`config.mk`:
```
export PLATFORM = sky130hd
export DESIGN_NAME = fetch_unit
export DESIGN_NICKNAME = d
export VERILOG_FILES = /design/src/rtl/fetch_unit_pkg.sv /design/src/rtl/fetch_unit_queue.sv /design/src/rtl/fetch_unit.sv
export SDC_FILE = /design/constraint.sdc
export NUM_CORES = 1
export LEC_CHECK = 0
export BUFFER_PORTS_ARGS = -buffer_cell sky130_fd_sc_hd__buf_2
export CORE_ASPECT_RATIO = 0.9
export CORE_MARGIN = 5
export CORE_UTILIZATION = 50
export CTS_BUF_LIST = sky130_fd_sc_hd__clkbuf_8
export DETAILED_ROUTE_END_ITERATION = 7
export PLACE_DENSITY = 0.8
export SYNTH_ARGS = -nofsm -noshare
export SYNTH_HDL_FRONTEND = slang
export SYNTH_SLANG_ARGS = --single-unit
```
`constraint.sdc`:
```
create_clock -name clk -period 3.3 [get_ports clk]
set_input_delay 0.165 -clock clk [delete_from_list [all_inputs] [get_ports clk]]
set_output_delay 0.165 -clock clk [all_outputs]
set_load 0.03 [all_outputs]
```
`src/rtl/fetch_unit_pkg.sv`:
```
// Shared fetch-stage definitions: instruction width, PC step and the fetch FSM
// state encoding.
package fetch_unit_pkg;

  localparam int unsigned INS_W  = 32;
  localparam int unsigned PC_INC = 4;

  typedef enum logic [1:0] {
    ST_FETCH = 2'd0,
    ST_FULL  = 2'd1,
    ST_REDIR = 2'd2
  } fetch_state_t;

endpackage

```
`src/rtl/fetch_unit_queue.sv`:
```
// Synchronous FIFO holding {pc, instruction} pairs between fetch and decode.
// A flush empties it at the clock edge, taking priority over push and pop.
module fetch_queue #(
  parameter int W     = 47,
  parameter int DEPTH = 2
) (
  input  logic                     clk,
  input  logic                     rst,
  input  logic                     flush,
  input  logic                     push,
  input  logic [W-1:0]             wdata,
  input  logic                     pop,
  output logic [W-1:0]             rdata,
  output logic                     empty,
  output logic                     full,
  output logic [$clog2(DEPTH):0]   count
);

  localparam int PW = $clog2(DEPTH);
  localparam int CW = PW + 1;

  logic [W-1:0]  r_mem [DEPTH];
  logic [PW-1:0] r_wp;
  logic [PW-1:0] r_rp;
  logic [CW-1:0] r_cnt;

  always_ff @(posedge clk) begin
    if (push && !flush) r_mem[r_wp] <= wdata;
  end

  // DEPTH is a power of two, so the pointers wrap naturally.
  always_ff @(posedge clk) begin
    if (rst || flush) begin
      r_wp  <= '0;
      r_rp  <= '0;
      r_cnt <= '0;
    end else begin
      if (push) r_wp <= r_wp + PW'(1);
      if (pop)  r_rp <= r_rp + PW'(1);
      r_cnt <= r_cnt + CW'(push) - CW'(pop);
    end
  end

  assign rdata = r_mem[r_rp];
  assign empty = (r_cnt == '0);
  assign full  = (r_cnt == CW'(DEPTH));
  assign count = r_cnt;

endmodule

```
`src/rtl/fetch_unit.sv`:
```
// Instruction fetch stage: issues word fetches, tracks one in-flight request
// with an epoch tag, and queues returned instructions for decode.
module fetch_unit
  import fetch_unit_pkg::*;
#(
  parameter int                ADDR_W   = 15,
  parameter logic [ADDR_W-1:0] RESET_PC = '0,
  parameter int                QDEPTH   = 2
) (
  input  logic              clk,
  input  logic              rst,
  output logic              imem_req,
  output logic [ADDR_W-1:0] imem_addr,
  input  logic              imem_ready,
  input  logic              imem_rvalid,
  input  logic [INS_W-1:0]  imem_rdata,
  input  logic              redirect,
  input  logic [ADDR_W-1:0] redirect_pc,
  output logic              out_valid,
  output logic [INS_W-1:0]  out_ins,
  output logic [ADDR_W-1:0] out_pc,
  input  logic              out_ready
);

  localparam int                CW         = $clog2(QDEPTH) + 1;
  localparam int                QW         = ADDR_W + INS_W;
  localparam logic [ADDR_W-1:0] ALIGN_MASK = ~ADDR_W'(3);

  fetch_state_t      r_state;
  logic [ADDR_W-1:0] r_pc;
  logic              r_epoch;
  logic              r_inflight;
  logic              r_inf_epoch;
  logic [ADDR_W-1:0] r_inf_pc;

  logic              w_accept;
  logic              w_push;
  logic              w_pop;
  logic              w_q_empty;
  logic              w_q_full;
  logic [CW-1:0]     w_q_count;
  logic [QW-1:0]     w_q_rdata;
  logic [CW:0]       w_cnt_next;
  logic [CW:0]       w_sum_next;
  logic              w_full_next;

  assign w_accept = imem_req && imem_ready;
  // Only a response from the current epoch is kept; the redirect cycle drops all.
  assign w_push   = imem_rvalid && r_inflight && (r_inf_epoch == r_epoch) && !redirect;
  assign w_pop    = out_valid && out_ready;

  assign out_valid = !w_q_empty && !redirect && !rst;
  assign out_pc    = w_q_rdata[QW-1:INS_W];
  assign out_ins   = w_q_rdata[INS_W-1:0];

  // FULL still issues when decode frees a slot this cycle.
  assign imem_req  = !rst && ((r_state != ST_FULL) || w_pop);
  assign imem_addr = r_pc & ALIGN_MASK;

  // Credit for next cycle, before knowing next cycle's pop.
  assign w_cnt_next  = {1'b0, w_q_count} + (CW+1)'(w_push) - (CW+1)'(w_pop);
  assign w_sum_next  = w_cnt_next + (CW+1)'(w_accept);
  assign w_full_next = (w_sum_next >= (CW+1)'(QDEPTH));

  always_ff @(posedge clk) begin
    if (rst) begin
      r_state     <= ST_FETCH;
      r_pc        <= RESET_PC;
      r_epoch     <= 1'b0;
      r_inflight  <= 1'b0;
      r_inf_epoch <= 1'b0;
      r_inf_pc    <= '0;
    end else begin
      r_inflight <= w_accept;
      if (w_accept) begin
        r_inf_epoch <= r_epoch;
        r_inf_pc    <= imem_addr;
      end
      if (redirect) begin
        r_state <= ST_REDIR;
        r_pc    <= redirect_pc & ALIGN_MASK;
        r_epoch <= ~r_epoch;
      end else begin
        if (w_accept) r_pc <= r_pc + ADDR_W'(PC_INC);
        case (r_state)
          ST_REDIR: if (w_accept) r_state <= ST_FETCH;
          default:  r_state <= w_full_next ? ST_FULL : ST_FETCH;
        endcase
      end
    end
  end

  fetch_queue #(
    .W     (QW),
    .DEPTH (QDEPTH)
  ) u_queue (
    .clk   (clk),
    .rst   (rst),
    .flush (redirect),
    .push  (w_push),
    .wdata ({r_inf_pc, imem_rdata}),
    .pop   (w_pop),
    .rdata (w_q_rdata),
    .empty (w_q_empty),
    .full  (w_q_full),
    .count (w_q_count)
  );

  always @(posedge clk) begin
    if (!rst && w_push) assert (!w_q_full);
  end

endmodule

```
==> results of run 1 <==
## layer usage
| metal | vias to the layer above | routed length (um) | track usage, % |
|---|---|---|---|
| li1 | 1621 | - | - |
| met4 | 0 | 110 | 5.39 |
| met3 | 12 | 823 | 5.10 |
| met5 | - | 0 | 0 |
| met1 | 1601 | 4650 | 23.7 |
| met2 | 125 | 4780 | 25.9 |
## flip-flops by register name, summed over array words and instances (netlist names), named ones only
name,count
r_epoch,1
u_queue.r_rp,1
r_state,2
u_queue.count,2
r_inflight,1
u_queue.r_mem,90
r_inf_pc,13
r_pc,13
u_queue.r_wp,1
r_inf_epoch,1
## path summary, 6_finish.rpt
kind                                     from                             end  slack [ns]  cells after the start
hold reg to reg      r_inf_pc[5]$_SDFFE_PP0P_  u_queue.r_mem[1][35]$_DFFE_PP_        0.46                      0
hold / removal                 redirect_pc[3]            r_pc[3]$_SDFFE_PP0P_        0.04                      3
setup reg to reg  u_queue.count[1]$_SDFF_PP0_         r_state[0]$_SDFFE_PP0P_        0.66                      6
setup / recovery  u_queue.count[1]$_SDFF_PP0_         r_state[0]$_SDFFE_PP0P_        0.66                      6
## final cells by class
class                           instances  area, um2
Tap cell                              126        158
Sequential cell                       126       3420
Clock inverter                         15        185
Fill cell                             711       3280
Inverter                                9       33.8
Timing Repair Buffer                  149        931
Clock buffer                           17        234
Multi-Input combinational cell        205       1500
## power by group
| part | total (W) | switching [W] | internal (W) |
|---|---|---|---|
| registers | 0.00176 | 0.0000300 | 0.00173 |
| logic | 0.000229 | 0.000131 | 0.0000977 |
| clock network | 0.00138 | 0.000625 | 0.000759 |
## cell usage after synthesis, types with 3 or more instances
cell and number:
dfxtp_1 36, a21oi_1 6, and3_1 3, o41a_1 3, nor2b_1 3, xnor2_1 6
nand2_1 26, buf_1 3, inv_1 8, ha_1 5, nand3_1 10, buf_4 4
clkbuf_1 9, nor2_1 15, nand2b_1 14, buf_2 4, or3_1 6, and2_1 5
edfxtp_1 90, a311oi_1 6, o31ai_1 3, mux2_2 45, o21ai_0 20
## metrics by stage
stage / total power, W / hold slack [ns] / instance area, um2 / setup WS (ns)
floorplan: 0.00191 / 0.264 / 5050 / 0.309
global placement: 0.00198 / 0.354 / 5690 / 0.693
detailed placement: 0.00199 / 0.357 / 5690 / 0.598
CTS: 0.00340 / 0.00199 / 6460 / 0.684
global route: 0.00350 / 0.0112 / 6460 / 0.519
finish: 0.00337 / 0.0352 / 6460 / 0.662
## cells by family after synthesis
kind of cell	synth area share (%)
buffers and inverters	2.78
adder cells (fa/ha/maj)	1.64
other	0.0744
XOR/XNOR	1.39
flip-flops	67.9
AND/OR/NAND/NOR	9.41
AO/OA/AOI/OAI	6.75
multiplexers	10.1
## worst max-delay path: cells and delay by family (launching register included)
family	cells	cell delay, ns
AOI/OAI and AO/OA	3	1.23
adders and majority gates	1	0.45
DFF	1	0.38
and+or+nand+nor	1	0.34
buffers and inverters	1	0.15
==> results.json, run 1 <==
{
  "hp-class": "in -> reg",
  "netlist.area_leader.share_pct": 53.6,
  "arrival_ns": 2.96,
  "cts_setup_buffers": 0,
  "vias_per_cell": 5.19,
  "drive_gt1_share_pct": 38.0,
  "fin_util_pct": 66.3,
  "totalWireLength_um": 10400,
  "p_per_area_nw_per_um2": 521,
  "crit_chain": "or2_2 -> a32oi_1 -> inv_1 -> a21oi_1 -> fa_1 -> a221oi_1",
  "setup_tns_ns": 0,
  "drt_first_pass_iters": 4,
  "nNetsFinal": 567,
  "grt_pass1_wl_um": 16300,
  "ys_warn_count": 0,
  "fin_cells": 647,
  "synth_edf_count": 90,
  "initial_core_util_pct": 51.7,
  "cts.htree.levels": 4,
  "fin_worst_skew_ns": 0.00750,
  "place_congestion": 0.849,
  "vias": 3359,
  "path_max_fanout": 11,
  "grt_overflow": 0,
  "most-common-layout-cells": "110 x buf_2, 90 x edfxtp_1, 45 x mux2_2",
  "drt-initial-drc-count": 215,
  "rsz0062_at_grt": "false",
  "yosys.area.top_type": "edfxtp_1",
  "final_common_cell": "buf_2",
  "grt_pass1_vias": 3332,
  "rows": 34,
  "cts-root-buf": "clkbuf_8",
  "synth_area_leaders": "edfxtp_1 54%, dfxtp_1 14%, mux2_2 10%",
  "status": "complete, no violations",
  "antenna_found_initial": 0,
  "design.core.area_um2": 9740,
  "required_ns": 3.63,
  "grt_usage_pct": 17.1,
  "irDropWorstVdd_uv": 315,
  "async_flop_share_pct": 0,
  "io_pins": 117,
  "hold_buffers": 35,
  "antenna-diode-count": 0,
  "area_growth_pct": 28.2,
  "max_cap_violations": 0,
  "dp_hpwl_um": 6590,
  "ys.flop_type": "edfxtp_1",
  "die_w_um": 116,
  "drtAntennaViolNets": 0,
  "slowest_stage": "a32oi_1",
  "numCtsBuffers": 17,
  "crit_path_start_kind": "register",
  "synthCells": 358,
  "hold_viol_final": 0,
  "worstMarginPinSlew_ns": 1.10,
  "die_area_um2": 12200,
  "place_inst": 580,
  "drc_errors": 0,
  "clock.fmax_ghz": 0.379,
  "slowest_delay_ns": 0.76,
  "grt_max_degree": 46,
  "fin_crit_sh_pct": 79.9,
  "slew_headroom_pct": 26.8,
  "wl_per_cell_um": 16.0,
  "path_clk_slew_ns": 0.07,
  "clockBufferDepth": 2,
  "ys_ff_latch": 126,
  "cts_tree": "yes",
  "syn-cell-area_um2": 5040,
  "die_h_um": 105,
  "port-buffer-count": 110,
  "power.leakage_nw": 2.48,
  "cts_resized": 0,
  "drv_slew": 0,
  "setup_violations": 0,
  "end_kind": "register",
  "syn_area_per_cell_um2": 14.1,
  "critPathKind": "reg -> reg",
  "synth_cell_type_count": 46,
  "clk-insertion-delay-late_ns": 0.42,
  "ys_seq_area_share_pct": 67.9,
  "period_needed_ns": 2.64,
  "cts.sinks": 126
}
(Power assumes the default switching activity.)
==> inputs of run 2 (changes only) <==
ABC_AREA = 1   (was not set)
clock period = 2.55 ns   (was 3.3 ns; I/O delays follow)
==> results.json, run 2 <==
{
  "status": "complete, no violations",
  "grt_usage_pct": 17.1,
  "yosys.area.top_type": "edfxtp_1",
  "total_power_w": 0.00460,
  "cts_setup_buffers": 0,
  "final_common_cell": "buf_2",
  "wl_per_cell_um": 14.6,
  "dpl_worst_slack_ns": 0.328,
  "ys_warn_count": 0,
  "rows": 35,
  "setup_tns_ns": 0,
  "critPathKind": "reg -> reg",
  "drtAntennaViolNets": 0,
  "ys.flop_type": "edfxtp_1",
  "hold_viol_final": 0,
  "syn-cell-area_um2": 5150,
  "largest_register_ffs": 90,
  "ys_seq_area_share_pct": 66.5,
  "synth_common_cells": "90 x edfxtp_1, 64 x nand2_1, 46 x mux2_2",
  "top_register": "u_queue.r_mem",
  "drv_slew": 0,
  "fin_crit_sh_pct": 87.1,
  "drt-initial-drc-count": 235,
  "async_flop_share_pct": 0,
  "cts.htree.levels": 4,
  "synth_area_leaders": "edfxtp_1 52%, dfxtp_1 14%, mux2_2 10%",
  "drive_gt1_share_pct": 35.8,
  "arrival_ns": 2.53,
  "setup_violations": 0,
  "fin_worst_skew_ns": 0.00774,
  "path_max_fanout": 4,
  "end_kind": "register",
  "syn_area_per_cell_um2": 12.5,
  "place_congestion": 0.808,
  "slew_headroom_pct": 63.4,
  "rsz0062_at_grt": "false",
  "clk-insertion-delay-late_ns": 0.41,
  "area_growth_pct": 29.6,
  "grt_max_degree": 46,
  "setup_ws_ns": 0.330,
  "most-common-layout-cells": "110 x buf_2, 90 x edfxtp_1, 64 x nand2_1",
  "use_met2_pct": 28.6,
  "port-buffer-count": 110,
  "reg_top3": "u_queue.r_mem: 90 flops, r_inf_pc: 13 flops, r_pc: 13 flops",
  "path_clk_slew_ns": 0.07,
  "ys_ff_latch": 126,
  "drc_errors": 0,
  "busiest_layer": "met2",
  "clockBufferDepth": 2,
  "grt_overflow": 0,
  "grt_pass1_wl_um": 16600,
  "io_pins": 117,
  "fillers": 747,
  "hp-class": "in -> reg",
  "crit_path_start_kind": "register",
  "vias_per_cell": 4.93,
  "yosysMostFrequentCell": "edfxtp_1",
  "drt_first_pass_iters": 5,
  "cts_resized": 0,
  "antenna_found_initial": 0,
  "vias": 3492,
  "cts_tree": "yes",
  "stdcell_area_um2": 6680,
  "power.leakage_nw": 2.70,
  "nNetsFinal": 625,
  "initial_core_util_pct": 50.7,
  "max_cap_violations": 0,
  "die_w_um": 117,
  "synth_edf_count": 90,
  "numCtsBuffers": 17,
  "grt_pass1_vias": 3489,
  "worstMarginPinSlew_ns": 0.549,
  "cts-root-buf": "clkbuf_8",
  "hold_path_depth": 5,
  "globalRouteMet1Util_pct": 21.5,
  "placed_area_um2": 5860,
  "design.core.area_um2": 10200,
  "gr-usage-met3_pct": 5.63,
  "period_needed_ns": 2.22,
  "required_ns": 2.86,
  "p_per_area_nw_per_um2": 689,
  "antenna-diode-count": 0,
  "synth_cell_type_count": 30,
  "die_area_um2": 12400,
  "totalWireLength_um": 10300,
  "netlist.area_leader.share_pct": 52.5,
  "irDropWorstVdd_uv": 448,
  "ff2ff_path_depth": 14,
  "dp_hpwl_um": 6700,
  "die_h_um": 106,
  "clock.fmax_ghz": 0.450,
  "cts.sinks": 126,
  "synthCells": 413
}
==> run 2: kinds of logic (layout without fill, tap and decap cells) <==
logic type / Yosys count / count (layout) / share of synthesized area (%)
other: 1 / 4 / 0.0728
DFF: 126 / 126 / 66.5
and+or+nand+nor: 142 / 142 / 12.5
muxes: 46 / 46 / 10.1
xor gates and xnor gates: 5 / 5 / 0.850
adders and majority gates: 6 / 6 / 1.60
buffers and inverters: 52 / 215 / 4.76
AOI/OAI and AO/OA: 35 / 35 / 3.67
==> run 2: layer usage <==
layer | routed length [um] | vias up | part of all wire, %
li1 | - | 1743 | -
met1 | 4480 | 1619 | 43
met2 | 5070 | 124 | 49
met3 | 733 | 6 | 7.1
met4 | 59 | 0 | 0.57
met5 | 0 | - | 0
==> run 2: through the flow <==
step,util [%],std cells,hold slack [ns]
2_1_floorplan,-,416,0.226
3_3_place_gp,57.6,642,0.316
3_5_place_dp,57.6,642,0.320
4_1_cts,65.7,708,0.00763
5_1_grt,65.7,708,0.0432
6_report,65.7,708,0.0314
==> run 2: final timing paths <==
check / startpoint / slack [ns] / end
worst min-delay path: redirect_pc[14] / 0.03 / r_pc[14]$_SDFFE_PP0P_
worst max register to register: u_queue.count[1]$_SDFF_PP0_ / 0.33 / r_state[0]$_SDFFE_PP0P_
worst max-delay path: u_queue.count[1]$_SDFF_PP0_ / 0.33 / r_state[0]$_SDFFE_PP0P_
worst min register to register: r_inf_pc[6]$_SDFFE_PP0P_ / 0.45 / u_queue.r_mem[1][36]$_DFFE_PP_
==> run 2: power breakdown <==
| group | switching (W) | total [W] | internal [W] |
|---|---|---|---|
| combinational | 0.000177 | 0.000301 | 0.000124 |
| clock | 0.000737 | 0.00204 | 0.00131 |
| sequential | 0.0000308 | 0.00226 | 0.00223 |
| total | 0.000945 | 0.00460 | 0.00366 |
==> run 2: critical path, stage by stage (launching register included) <==
cell	delay (ns)
dfxtp_1	0.36
inv_1	0.09
nand2_1	0.08
nand3_4	0.09
inv_1	0.08
ha_1	0.28
inv_1	0.04
ha_1	0.26
a21o_1	0.10
inv_1	0.04
fa_1	0.37
xnor2_1	0.15
nand2_1	0.08
nand3_1	0.07
inv_1	0.04
==> run 2: what timing repair did <==
action,in CTS,in global routing
hold endpoints to repair,66,0
setup endpoints to repair,0,0
hold buffers,34,0
==> run 2: layout make-up <==
class / count / area, um2 / area share [%]
inverter: 32 / 120 / 1.80
tap: 129 / 161 / 2.42
sequential: 126 / 3420 / 51.3
multi-input combinational: 238 / 1510 / 22.6
clock inverter: 13 / 219 / 3.28
clock buffer: 19 / 262 / 3.92
timing repair buffer: 151 / 981 / 14.7
